`src/rtl/multi_cycle_control_pkg.sv`:
```
// Shared encodings for the multi-cycle MIPS controller: states, opcodes,
// ALU operation classes, datapath select codes and the control word.
package multi_cycle_control_pkg;

   typedef enum logic [3:0] {
      FETCH     = 4'd0,
      DECODE    = 4'd1,
      MEM_ADDR  = 4'd2,
      MEM_READ  = 4'd3,
      MEM_WB    = 4'd4,
      MEM_WRITE = 4'd5,
      EXECUTE   = 4'd6,
      ALU_WB    = 4'd7,
      IMM_EXEC  = 4'd8,
      IMM_WB    = 4'd9,
      BRANCH    = 4'd10,
      JUMP      = 4'd11,
      JR        = 4'd12,
      HALT      = 4'd15
   } state_t;

   typedef enum logic [3:0] {
      ALU_ADD   = 4'd0,
      ALU_SUB   = 4'd1,
      ALU_RTYPE = 4'd2,
      ALU_OR    = 4'd3,
      ALU_AND   = 4'd4,
      ALU_LUI   = 4'd5
   } alu_op_t;

   localparam logic [5:0] OP_RTYPE = 6'h00;
   localparam logic [5:0] OP_J     = 6'h02;
   localparam logic [5:0] OP_JAL   = 6'h03;
   localparam logic [5:0] OP_BEQ   = 6'h04;
   localparam logic [5:0] OP_BNE   = 6'h05;
   localparam logic [5:0] OP_ADDI  = 6'h08;
   localparam logic [5:0] OP_ANDI  = 6'h0C;
   localparam logic [5:0] OP_ORI   = 6'h0D;
   localparam logic [5:0] OP_LUI   = 6'h0F;
   localparam logic [5:0] OP_LW    = 6'h23;
   localparam logic [5:0] OP_SW    = 6'h2B;
   localparam logic [5:0] FUNCT_JR = 6'h08;

   localparam logic [1:0] PC_SRC_ALU    = 2'd0;
   localparam logic [1:0] PC_SRC_ALUOUT = 2'd1;
   localparam logic [1:0] PC_SRC_JUMP   = 2'd2;
   localparam logic [1:0] PC_SRC_RS     = 2'd3;

   localparam logic [1:0] REG_DST_RT = 2'd0;
   localparam logic [1:0] REG_DST_RD = 2'd1;
   localparam logic [1:0] REG_DST_RA = 2'd2;

   localparam logic [1:0] WB_ALUOUT = 2'd0;
   localparam logic [1:0] WB_MDR    = 2'd1;
   localparam logic [1:0] WB_PC     = 2'd2;

   localparam logic       SRC_A_PC      = 1'b0;
   localparam logic       SRC_A_RS      = 1'b1;
   localparam logic [1:0] SRC_B_RT      = 2'd0;
   localparam logic [1:0] SRC_B_FOUR    = 2'd1;
   localparam logic [1:0] SRC_B_IMM     = 2'd2;
   localparam logic [1:0] SRC_B_IMM_SH2 = 2'd3;

   typedef struct packed {
      logic       i_or_d;
      logic       mem_read;
      logic       mem_write;
      logic       ir_write;
      logic       pc_write;
      logic [1:0] pc_src;
      logic       reg_write;
      logic [1:0] reg_dst;
      logic [1:0] mem_to_reg;
      logic       alu_src_a;
      logic [1:0] alu_src_b;
      alu_op_t    alu_op;
      logic       retire;
   } ctrl_t;

   // States in which a memory access is outstanding and the wait timer runs.
   function automatic logic is_mem_state(input state_t s);
      return (s == FETCH) || (s == MEM_READ) || (s == MEM_WRITE);
   endfunction

endpackage

```
`src/rtl/multi_cycle_control_if.sv`:
```
// Controller <-> datapath/memory signal bundle. The controller is the master.
// Memory handshake: a strobe (mem_read_o/mem_write_o) stays high with a stable
// address select until the cycle mem_ready_i is high; that cycle completes it.
interface multi_cycle_control_if;
   logic [5:0] opcode_i;
   logic [5:0] funct_i;
   logic       zero_i;
   logic       mem_ready_i;
   logic       i_or_d_o;
   logic       mem_read_o;
   logic       mem_write_o;
   logic       ir_write_o;
   logic       pc_write_o;
   logic [1:0] pc_src_o;
   logic       reg_write_o;
   logic [1:0] reg_dst_o;
   logic [1:0] mem_to_reg_o;
   logic       alu_src_a_o;
   logic [1:0] alu_src_b_o;
   logic [3:0] alu_op_o;
   logic [3:0] state_o;
   logic       retire_o;
   logic       illegal_o;
   logic       timeout_o;

   modport master (
      input  opcode_i, funct_i, zero_i, mem_ready_i,
      output i_or_d_o, mem_read_o, mem_write_o, ir_write_o, pc_write_o, pc_src_o,
             reg_write_o, reg_dst_o, mem_to_reg_o, alu_src_a_o, alu_src_b_o,
             alu_op_o, state_o, retire_o, illegal_o, timeout_o
   );

   modport slave (
      output opcode_i, funct_i, zero_i, mem_ready_i,
      input  i_or_d_o, mem_read_o, mem_write_o, ir_write_o, pc_write_o, pc_src_o,
             reg_write_o, reg_dst_o, mem_to_reg_o, alu_src_a_o, alu_src_b_o,
             alu_op_o, state_o, retire_o, illegal_o, timeout_o
   );
endinterface

```
`src/rtl/mem_wait_timer.sv`:
```
// Counts unanswered cycles of a memory access; expired flags the last allowed
// cycle so the controller can leave for HALT on the following edge.
module mem_wait_timer #(
   parameter int MEM_WAIT_MAX = 15
) (
   input  logic clk,
   input  logic reset,
   input  logic start,
   input  logic active,
   input  logic ready,
   output logic expired
);
   localparam int CW = $clog2(MEM_WAIT_MAX + 1);
   localparam logic [CW-1:0] LAST = CW'(MEM_WAIT_MAX - 1);

   logic [CW-1:0] cnt_q;

   always_ff @(posedge clk) begin
      if (!reset || start) begin
         cnt_q <= '0;
      end else if (active && !ready) begin
         cnt_q <= cnt_q + 1'b1;
      end
   end

   assign expired = active && !ready && (cnt_q == LAST);
endmodule

```
`src/rtl/multi_cycle_control.sv`:
```
// Multi-cycle MIPS control FSM: one state per instruction phase, memory
// strobes held until mem_ready_i, sticky illegal/timeout flags ending in HALT.
module multi_cycle_control
   import multi_cycle_control_pkg::*;
#(
   parameter int MEM_WAIT_MAX = 15
) (
   input  logic                  clk,
   input  logic                  reset,
   multi_cycle_control_if.master bus
);
   state_t state_q, state_d;
   ctrl_t  ctl, ctl_g;
   logic   illegal_q, timeout_q;
   logic   set_illegal, set_timeout;
   logic   wait_expired;

   mem_wait_timer #(.MEM_WAIT_MAX(MEM_WAIT_MAX)) u_timer (
      .clk     (clk),
      .reset   (reset),
      .start   (state_d != state_q),
      .active  (is_mem_state(state_q)),
      .ready   (bus.mem_ready_i),
      .expired (wait_expired)
   );

   always_ff @(posedge clk) begin
      if (!reset) begin
         state_q   <= FETCH;
         illegal_q <= 1'b0;
         timeout_q <= 1'b0;
      end else begin
         state_q <= state_d;
         if (set_illegal) illegal_q <= 1'b1;
         if (set_timeout) timeout_q <= 1'b1;
      end
   end

   always_comb begin
      state_d     = state_q;
      ctl         = '0;
      set_illegal = 1'b0;
      set_timeout = 1'b0;
      case (state_q)
         FETCH: begin
            ctl.mem_read  = 1'b1;
            ctl.alu_src_a = SRC_A_PC;
            ctl.alu_src_b = SRC_B_FOUR;
            ctl.alu_op    = ALU_ADD;
            ctl.pc_src    = PC_SRC_ALU;
            if (bus.mem_ready_i) begin
               ctl.ir_write = 1'b1;
               ctl.pc_write = 1'b1;
               state_d      = DECODE;
            end else if (wait_expired) begin
               state_d     = HALT;
               set_timeout = 1'b1;
            end
         end
         DECODE: begin
            // ALUOut captures PC+4 + (imm<<2) for a possible branch.
            ctl.alu_src_a = SRC_A_PC;
            ctl.alu_src_b = SRC_B_IMM_SH2;
            ctl.alu_op    = ALU_ADD;
            case (bus.opcode_i)
               OP_LW, OP_SW:                     state_d = MEM_ADDR;
               OP_RTYPE:                         state_d = (bus.funct_i == FUNCT_JR) ? JR : EXECUTE;
               OP_ADDI, OP_ANDI, OP_ORI, OP_LUI: state_d = IMM_EXEC;
               OP_BEQ, OP_BNE:                   state_d = BRANCH;
               OP_J, OP_JAL:                     state_d = JUMP;
               default: begin
                  state_d     = HALT;
                  set_illegal = 1'b1;
               end
            endcase
         end
         MEM_ADDR: begin
            ctl.alu_src_a = SRC_A_RS;
            ctl.alu_src_b = SRC_B_IMM;
            ctl.alu_op    = ALU_ADD;
            state_d       = (bus.opcode_i == OP_SW) ? MEM_WRITE : MEM_READ;
         end
         MEM_READ: begin
            ctl.i_or_d   = 1'b1;
            ctl.mem_read = 1'b1;
            if (bus.mem_ready_i) begin
               state_d = MEM_WB;
            end else if (wait_expired) begin
               state_d     = HALT;
               set_timeout = 1'b1;
            end
         end
         MEM_WRITE: begin
            ctl.i_or_d    = 1'b1;
            ctl.mem_write = 1'b1;
            if (bus.mem_ready_i) begin
               ctl.retire = 1'b1;
               state_d    = FETCH;
            end else if (wait_expired) begin
               state_d     = HALT;
               set_timeout = 1'b1;
            end
         end
         MEM_WB: begin
            ctl.reg_write  = 1'b1;
            ctl.reg_dst    = REG_DST_RT;
            ctl.mem_to_reg = WB_MDR;
            ctl.retire     = 1'b1;
            state_d        = FETCH;
         end
         EXECUTE: begin
            ctl.alu_src_a = SRC_A_RS;
            ctl.alu_src_b = SRC_B_RT;
            ctl.alu_op    = ALU_RTYPE;
            state_d       = ALU_WB;
         end
         ALU_WB: begin
            ctl.reg_write  = 1'b1;
            ctl.reg_dst    = REG_DST_RD;
            ctl.mem_to_reg = WB_ALUOUT;
            ctl.retire     = 1'b1;
            state_d        = FETCH;
         end
         IMM_EXEC: begin
            ctl.alu_src_a = SRC_A_RS;
            ctl.alu_src_b = SRC_B_IMM;
            case (bus.opcode_i)
               OP_ANDI: ctl.alu_op = ALU_AND;
               OP_ORI:  ctl.alu_op = ALU_OR;
               OP_LUI:  ctl.alu_op = ALU_LUI;
               default: ctl.alu_op = ALU_ADD;
            endcase
            state_d = IMM_WB;
         end
         IMM_WB: begin
            ctl.reg_write  = 1'b1;
            ctl.reg_dst    = REG_DST_RT;
            ctl.mem_to_reg = WB_ALUOUT;
            ctl.retire     = 1'b1;
            state_d        = FETCH;
         end
         BRANCH: begin
            ctl.alu_src_a = SRC_A_RS;
            ctl.alu_src_b = SRC_B_RT;
            ctl.alu_op    = ALU_SUB;
            ctl.pc_src    = PC_SRC_ALUOUT;
            ctl.pc_write  = ((bus.opcode_i == OP_BEQ) &&  bus.zero_i) ||
                            ((bus.opcode_i == OP_BNE) && !bus.zero_i);
            ctl.retire    = 1'b1;
            state_d       = FETCH;
         end
         JUMP: begin
            ctl.pc_src   = PC_SRC_JUMP;
            ctl.pc_write = 1'b1;
            // jal links PC+4 into $ra in the same cycle as the jump.
            if (bus.opcode_i == OP_JAL) begin
               ctl.reg_write  = 1'b1;
               ctl.reg_dst    = REG_DST_RA;
               ctl.mem_to_reg = WB_PC;
            end
            ctl.retire = 1'b1;
            state_d    = FETCH;
         end
         JR: begin
            ctl.pc_src   = PC_SRC_RS;
            ctl.pc_write = 1'b1;
            ctl.retire   = 1'b1;
            state_d      = FETCH;
         end
         HALT:    state_d = HALT;
         default: state_d = HALT;
      endcase
   end

   // Nothing reaches the datapath or memory while reset is held low.
   assign ctl_g = reset ? ctl : '0;

   assign bus.i_or_d_o     = ctl_g.i_or_d;
   assign bus.mem_read_o   = ctl_g.mem_read;
   assign bus.mem_write_o  = ctl_g.mem_write;
   assign bus.ir_write_o   = ctl_g.ir_write;
   assign bus.pc_write_o   = ctl_g.pc_write;
   assign bus.pc_src_o     = ctl_g.pc_src;
   assign bus.reg_write_o  = ctl_g.reg_write;
   assign bus.reg_dst_o    = ctl_g.reg_dst;
   assign bus.mem_to_reg_o = ctl_g.mem_to_reg;
   assign bus.alu_src_a_o  = ctl_g.alu_src_a;
   assign bus.alu_src_b_o  = ctl_g.alu_src_b;
   assign bus.alu_op_o     = ctl_g.alu_op;
   assign bus.retire_o     = ctl_g.retire;
   assign bus.state_o      = state_q;
   assign bus.illegal_o    = illegal_q;
   assign bus.timeout_o    = timeout_q;
endmodule

```
`src/flat_wrapper.sv`:
```
// flat-port wrapper written by rule: the top's interface ports become plain ports
module multi_cycle_control_flat import multi_cycle_control_pkg::*;
#(
   parameter int MEM_WAIT_MAX = 15
)
  (clk, reset, bus_opcode_i, bus_funct_i, bus_zero_i, bus_mem_ready_i, bus_i_or_d_o, bus_mem_read_o, bus_mem_write_o, bus_ir_write_o, bus_pc_write_o, bus_pc_src_o, bus_reg_write_o, bus_reg_dst_o, bus_mem_to_reg_o, bus_alu_src_a_o, bus_alu_src_b_o, bus_alu_op_o, bus_state_o, bus_retire_o, bus_illegal_o, bus_timeout_o);
  multi_cycle_control_if bus_i ();
  input  logic clk;
  input  logic reset;
  input wire logic [$bits(bus_i.opcode_i)-1:0] bus_opcode_i;
  input wire logic [$bits(bus_i.funct_i)-1:0] bus_funct_i;
  input wire logic [$bits(bus_i.zero_i)-1:0] bus_zero_i;
  input wire logic [$bits(bus_i.mem_ready_i)-1:0] bus_mem_ready_i;
  output wire logic [$bits(bus_i.i_or_d_o)-1:0] bus_i_or_d_o;
  output wire logic [$bits(bus_i.mem_read_o)-1:0] bus_mem_read_o;
  output wire logic [$bits(bus_i.mem_write_o)-1:0] bus_mem_write_o;
  output wire logic [$bits(bus_i.ir_write_o)-1:0] bus_ir_write_o;
  output wire logic [$bits(bus_i.pc_write_o)-1:0] bus_pc_write_o;
  output wire logic [$bits(bus_i.pc_src_o)-1:0] bus_pc_src_o;
  output wire logic [$bits(bus_i.reg_write_o)-1:0] bus_reg_write_o;
  output wire logic [$bits(bus_i.reg_dst_o)-1:0] bus_reg_dst_o;
  output wire logic [$bits(bus_i.mem_to_reg_o)-1:0] bus_mem_to_reg_o;
  output wire logic [$bits(bus_i.alu_src_a_o)-1:0] bus_alu_src_a_o;
  output wire logic [$bits(bus_i.alu_src_b_o)-1:0] bus_alu_src_b_o;
  output wire logic [$bits(bus_i.alu_op_o)-1:0] bus_alu_op_o;
  output wire logic [$bits(bus_i.state_o)-1:0] bus_state_o;
  output wire logic [$bits(bus_i.retire_o)-1:0] bus_retire_o;
  output wire logic [$bits(bus_i.illegal_o)-1:0] bus_illegal_o;
  output wire logic [$bits(bus_i.timeout_o)-1:0] bus_timeout_o;
  assign bus_i.opcode_i = bus_opcode_i;
  assign bus_i.funct_i = bus_funct_i;
  assign bus_i.zero_i = bus_zero_i;
  assign bus_i.mem_ready_i = bus_mem_ready_i;
  assign bus_i_or_d_o = bus_i.i_or_d_o;
  assign bus_mem_read_o = bus_i.mem_read_o;
  assign bus_mem_write_o = bus_i.mem_write_o;
  assign bus_ir_write_o = bus_i.ir_write_o;
  assign bus_pc_write_o = bus_i.pc_write_o;
  assign bus_pc_src_o = bus_i.pc_src_o;
  assign bus_reg_write_o = bus_i.reg_write_o;
  assign bus_reg_dst_o = bus_i.reg_dst_o;
  assign bus_mem_to_reg_o = bus_i.mem_to_reg_o;
  assign bus_alu_src_a_o = bus_i.alu_src_a_o;
  assign bus_alu_src_b_o = bus_i.alu_src_b_o;
  assign bus_alu_op_o = bus_i.alu_op_o;
  assign bus_state_o = bus_i.state_o;
  assign bus_retire_o = bus_i.retire_o;
  assign bus_illegal_o = bus_i.illegal_o;
  assign bus_timeout_o = bus_i.timeout_o;
  multi_cycle_control #(.MEM_WAIT_MAX(MEM_WAIT_MAX)) u_core (.clk(clk), .reset(reset), .bus(bus_i));
endmodule
```
`config.mk`:
```
export PLATFORM = sky130hd
export DESIGN_NAME = multi_cycle_control_flat
export DESIGN_NICKNAME = d
export VERILOG_FILES = /design/src/rtl/multi_cycle_control_pkg.sv /design/src/rtl/multi_cycle_control_if.sv /design/src/rtl/mem_wait_timer.sv /design/src/rtl/multi_cycle_control.sv /design/src/flat_wrapper.sv
export SDC_FILE = /design/constraint.sdc
export NUM_CORES = 1
export LEC_CHECK = 0
export ABC_AREA = 1
export CAP_MARGIN = 20
export CORE_MARGIN = 5
export CORE_UTILIZATION = 45
export CTS_BUF_LIST = sky130_fd_sc_hd__clkbuf_8
export CTS_CLUSTER_DIAMETER = 50
export CTS_CLUSTER_SIZE = 16
export DETAILED_ROUTE_END_ITERATION = 8
export DONT_BUFFER_PORTS = 1
export GPL_TIMING_DRIVEN = 0
export SETUP_SLACK_MARGIN = 0.05
export SLEW_MARGIN = 25
export SYNTH_ARGS = -nofsm -noshare
export SYNTH_HDL_FRONTEND = slang
export SYNTH_HIERARCHICAL = 1
export SYNTH_SLANG_ARGS = --single-unit
export TNS_END_PERCENT = 30
```
`constraint.sdc`:
```
create_clock -name clk -period 2.5 [get_ports clk]
set_clock_uncertainty 0.2 [all_clocks]
set_input_delay 0.25 -clock clk [delete_from_list [all_inputs] [get_ports clk]]
set_output_delay 0.25 -clock clk [all_outputs]
set_load 0.01 [all_outputs]
```
==> results.tsv <==
stage	metric	value	unit
outcome	status	completed	
sta	RSZ-0062 raised after global routing	true	
setup_path	crit end category	register	
die	die height	60.44	um
clock_network	Root Buffer	clkbuf_8	
setup_path	reg2reg start	u_core/bus.state_o[1]	
drt	Avg WL per Cell	12.90	um
setup_path	CP bufs+invs	4	
setup_path	CP dominant cell by count	nor2_4	
layout	Final #Nets	248	
setup_path	reg2reg setup slack	0.09	ns
setup_path	R2R cell count	18	
yosys	Post-Syn Area	0.001145	mm2
flow_run	MaxCap Viol Count	0	
yosys	Avg Inst Size Synth	5.400	um2
die	I/O pin cnt	42	
global_routing	gr ovfl total	0	
setup_path	Slowest Stage Delay on Critical Path	0.44	ns
drt	Iter 0 DRT Violations	72	
global_routing	initial antenna violation count	0	
place	pre-CTS setup slack	-0.3748	ns
global_routing	total track usage	17.19	%
clock_network	CTS Buf Count	3	
clock_network	clock tree buffer depth	2	
sta	post-route clock period utilization	96.55	%
place	DP Area	0.001184	mm2
yosys	Syn Nets	230	
setup_path	Crit. path cell count	18	
yosys	Cells after Synth	212	
place	Final HPWL DP	2.473	mm
sta	maximum clock frequency	414.3	MHz
sta	final hold vios	0	
clock_network	Clock Latency Late Sink	0.23	ns
yosys	Yosys reg bits	10	
place	I/O Buffers	0	
setup_path	Setup CP Type	reg2reg	
yosys	area leader, netlist	dfxtp_1	
layout	n_diodes	0	
yosys	library cells used by synthesis	28	
layout	share of cells above drive strength 1	28.38	%
worst_hold_path	Min-Delay Endpoint	u_core/u_timer/cnt_q[2]	
clock_network	CTS tree	done	
drt	Post-DRT Antenna Nets	0	
clock_network	CTS Sinks	10	
sta	Final WS setup	0.08626	ns
global_routing	first-pass GRT wire length	4.802	mm
layout	P&R area growth vs syn	25.57	%
yosys	warnings from Yosys	6	
worst_hold_path	Hold Path Class	in2reg	
power_and_ir_drop	Peak VDD IR	0.7194	mV
yosys	Seq/Total Area, Yosys	17.49	%
setup_path	Slowest cell on crit path	dfxtp_4	
clock_network	clk slew on worst S/H paths	0.05	ns
yosys	Synth top area share	17.49	%
worst_hold_path	worst hold path depth	4	
drt	DRC viols	0	
setup_path	R2R Path End	u_core/u_timer/cnt_q[1]	
global_routing	vias in the first global route	1122	
setup_path	CP cell instances	inv_4 -> nand2_4 -> inv_4 -> nand2_4 -> nand3_4 -> inv_2 -> nor2_4 -> inv_2 -> nor2_4 -> o31ai_2 -> nor2_1 -> nor3_2 -> nand3_1 -> nand2_1 -> nand2_2 -> nor2_4 -> o21ai_2 -> a21oi_1	
setup_path	Critical Path AT	2.38	ns
die	die footprint	0.003653	mm2
drt	Detailed Routing Iterations Pass 1	4	
clock_network	H-Tree Depth	1	
die	CORE AREA	0.002455	mm2
drt	vias per inst	5.166	
die	Initial Util	46.64	%
sta	worst-margin pin slew	0.5287	ns
layout	final instance area	0.001438	mm2
power_and_ir_drop	Leak	0.6965	nW
die	Die Span X	60.44	um
yosys	Synth area leaders	dfxtp_1, nor2_1, nand2_1	
drt	final WL	3.342	mm
clock_network	Hold Buf Count CTS	0	
setup_path	Crit path max-delay family	simple AND/OR/NAND/NOR gates	
sta	Tmin final	2.414	ns
power_and_ir_drop	Tot Pwr	1.610	mW
die	FP Rows	18	
place	GPL Wtd Cong	0.9068	
setup_path	CP max FO	8	
sta	Relative slew margins	64.43	%
global_routing	largest net degree at the start of global routing	11	
sta	Final Max Tran Viols	0	
worst_hold_path	Hold Startpoint	reset	
setup_path	CP Launch Type	register	
drt	via count	1338	
setup_path	Critical Path RT	2.47	ns
power_and_ir_drop	power per cell area	1120	mW/mm2
sta	final setup fails	0	
==> cells in the final DEF (no fill, tap or decap), types with 3 or more instances in the layout <==
cell type  count
nand2_1       41
inv_1         28
nand3_1       16
inv_4          3
a21oi_1       11
nand2_2        7
inv_2          5
nor3_1         4
buf_4         15
nand3b_1       3
nand2_4        3
dfxtp_4        4
nor2_2         9
nor2_1        42
nor2_4         6
clkbuf_8       4
dfxtp_1        6
==> metrics by stage <==
stage | util [%] | hold slack (ns) | std cells | setup TNS (ns)
5_1_grt | 58.56 | 0.08003 | 259 | -0.1745
2_1_floorplan | - | 0.2199 | 212 | 0
6_report | 58.56 | 0.07116 | 259 | 0
3_5_place_dp | 48.22 | 0.2434 | 242 | -1.369
3_3_place_gp | 48.22 | 0.2341 | 242 | -1.208
4_1_cts | 52.96 | 0.01646 | 248 | 0
==> worst max-delay path by stage <==
stage	to	slack, ns	from
after floorplan	u_core/u_timer/cnt_q[1]	0.07	u_core/bus.state_o[0]
after global placement	u_core/u_timer/cnt_q[1]	-0.33	u_core/bus.state_o[0]
after detailed placement	u_core/u_timer/cnt_q[1]	-0.37	u_core/bus.state_o[0]
after CTS	u_core/u_timer/cnt_q[1]	0.05	u_core/bus.state_o[1]
after global routing	u_core/u_timer/cnt_q[1]	-0.06	u_core/bus.state_o[1]
final	u_core/u_timer/cnt_q[1]	0.09	u_core/bus.state_o[1]
==> cells by family (layout without fill, tap and decap cells) <==
family	Yosys count	in the layout	share of synthesized area, %
AOI/OAI and AO/OA	22	22	11.47
xor gates and xnor gates	1	1	0.7652
adders and majority gates	2	2	2.185
buffers and inverters	40	57	13.77
DFF	10	10	17.49
other	1	1	0.3276
and+or+nand+nor	136	136	53.99
==> report_power, final <==
part / internal [mW] / switching, mW / total [mW]
sequential: 0.216 / 0.110 / 0.325
combinational: 0.442 / 0.642 / 1.08
clock: 0.138 / 0.0623 / 0.201
==> synthesized netlist by cell type (all sizes together) <==
cell type,instances
nand3b,3
nand3,18
ha,2
clkbuf,2
a31oi,2
o21ai,4
inv,36
nand2,51
o31ai,2
a21oi,13
nand4,1
nor3,5
o21bai,1
xnor2,1
conb,1
nor4,1
dfxtp,10
nor2,57
buf,2
==> repair_timing <==
action | 4_1_cts | 5_1_grt
resized for setup | 20 | 18
setup endpoints to repair | 4 | 4
buffers inserted | 2 | 11
pin swaps | 4 | 20
==> metal layers <==
metal / track usage (%) / share of wire [%] / vias to the layer above
met5: 0 / 0 / -
met4: 4.644 / 0.69 / 0
met3: 4.468 / 8.3 / 4
met2: 26.85 / 47 / 43
met1: 23.56 / 44 / 603
li1: - / - / 688
==> area by class of cell <==
cell class,instances,area [um2]
plain buffers,4,22.52
clock buffers,4,55.05
fillers,248,1017
inverters,36,142.6
multi-input cells,162,867.1
flip-flops and latches,10,215.2
well taps,30,37.54
repair buffers,13,97.59
==> worst reg2reg max path, delay by kind of cell (launching register included) <==
family	cells	cell delay, ns
DFF	1	0.44
AOI/OAI and AO/OA	3	0.36
buffers and inverters	4	0.25
and+or+nand+nor	11	1.11
==> state kept, by name, summed over array words and instances (netlist names) <==
| name | flops |
|---|---|
| u_core/bus.state_o | 4 |
| u_core/u_timer/cnt_q | 4 |
| u_core/bus.illegal_o | 1 |
| u_core/bus.timeout_o | 1 |
No activity file was read; power rests on OpenSTA's default activity.
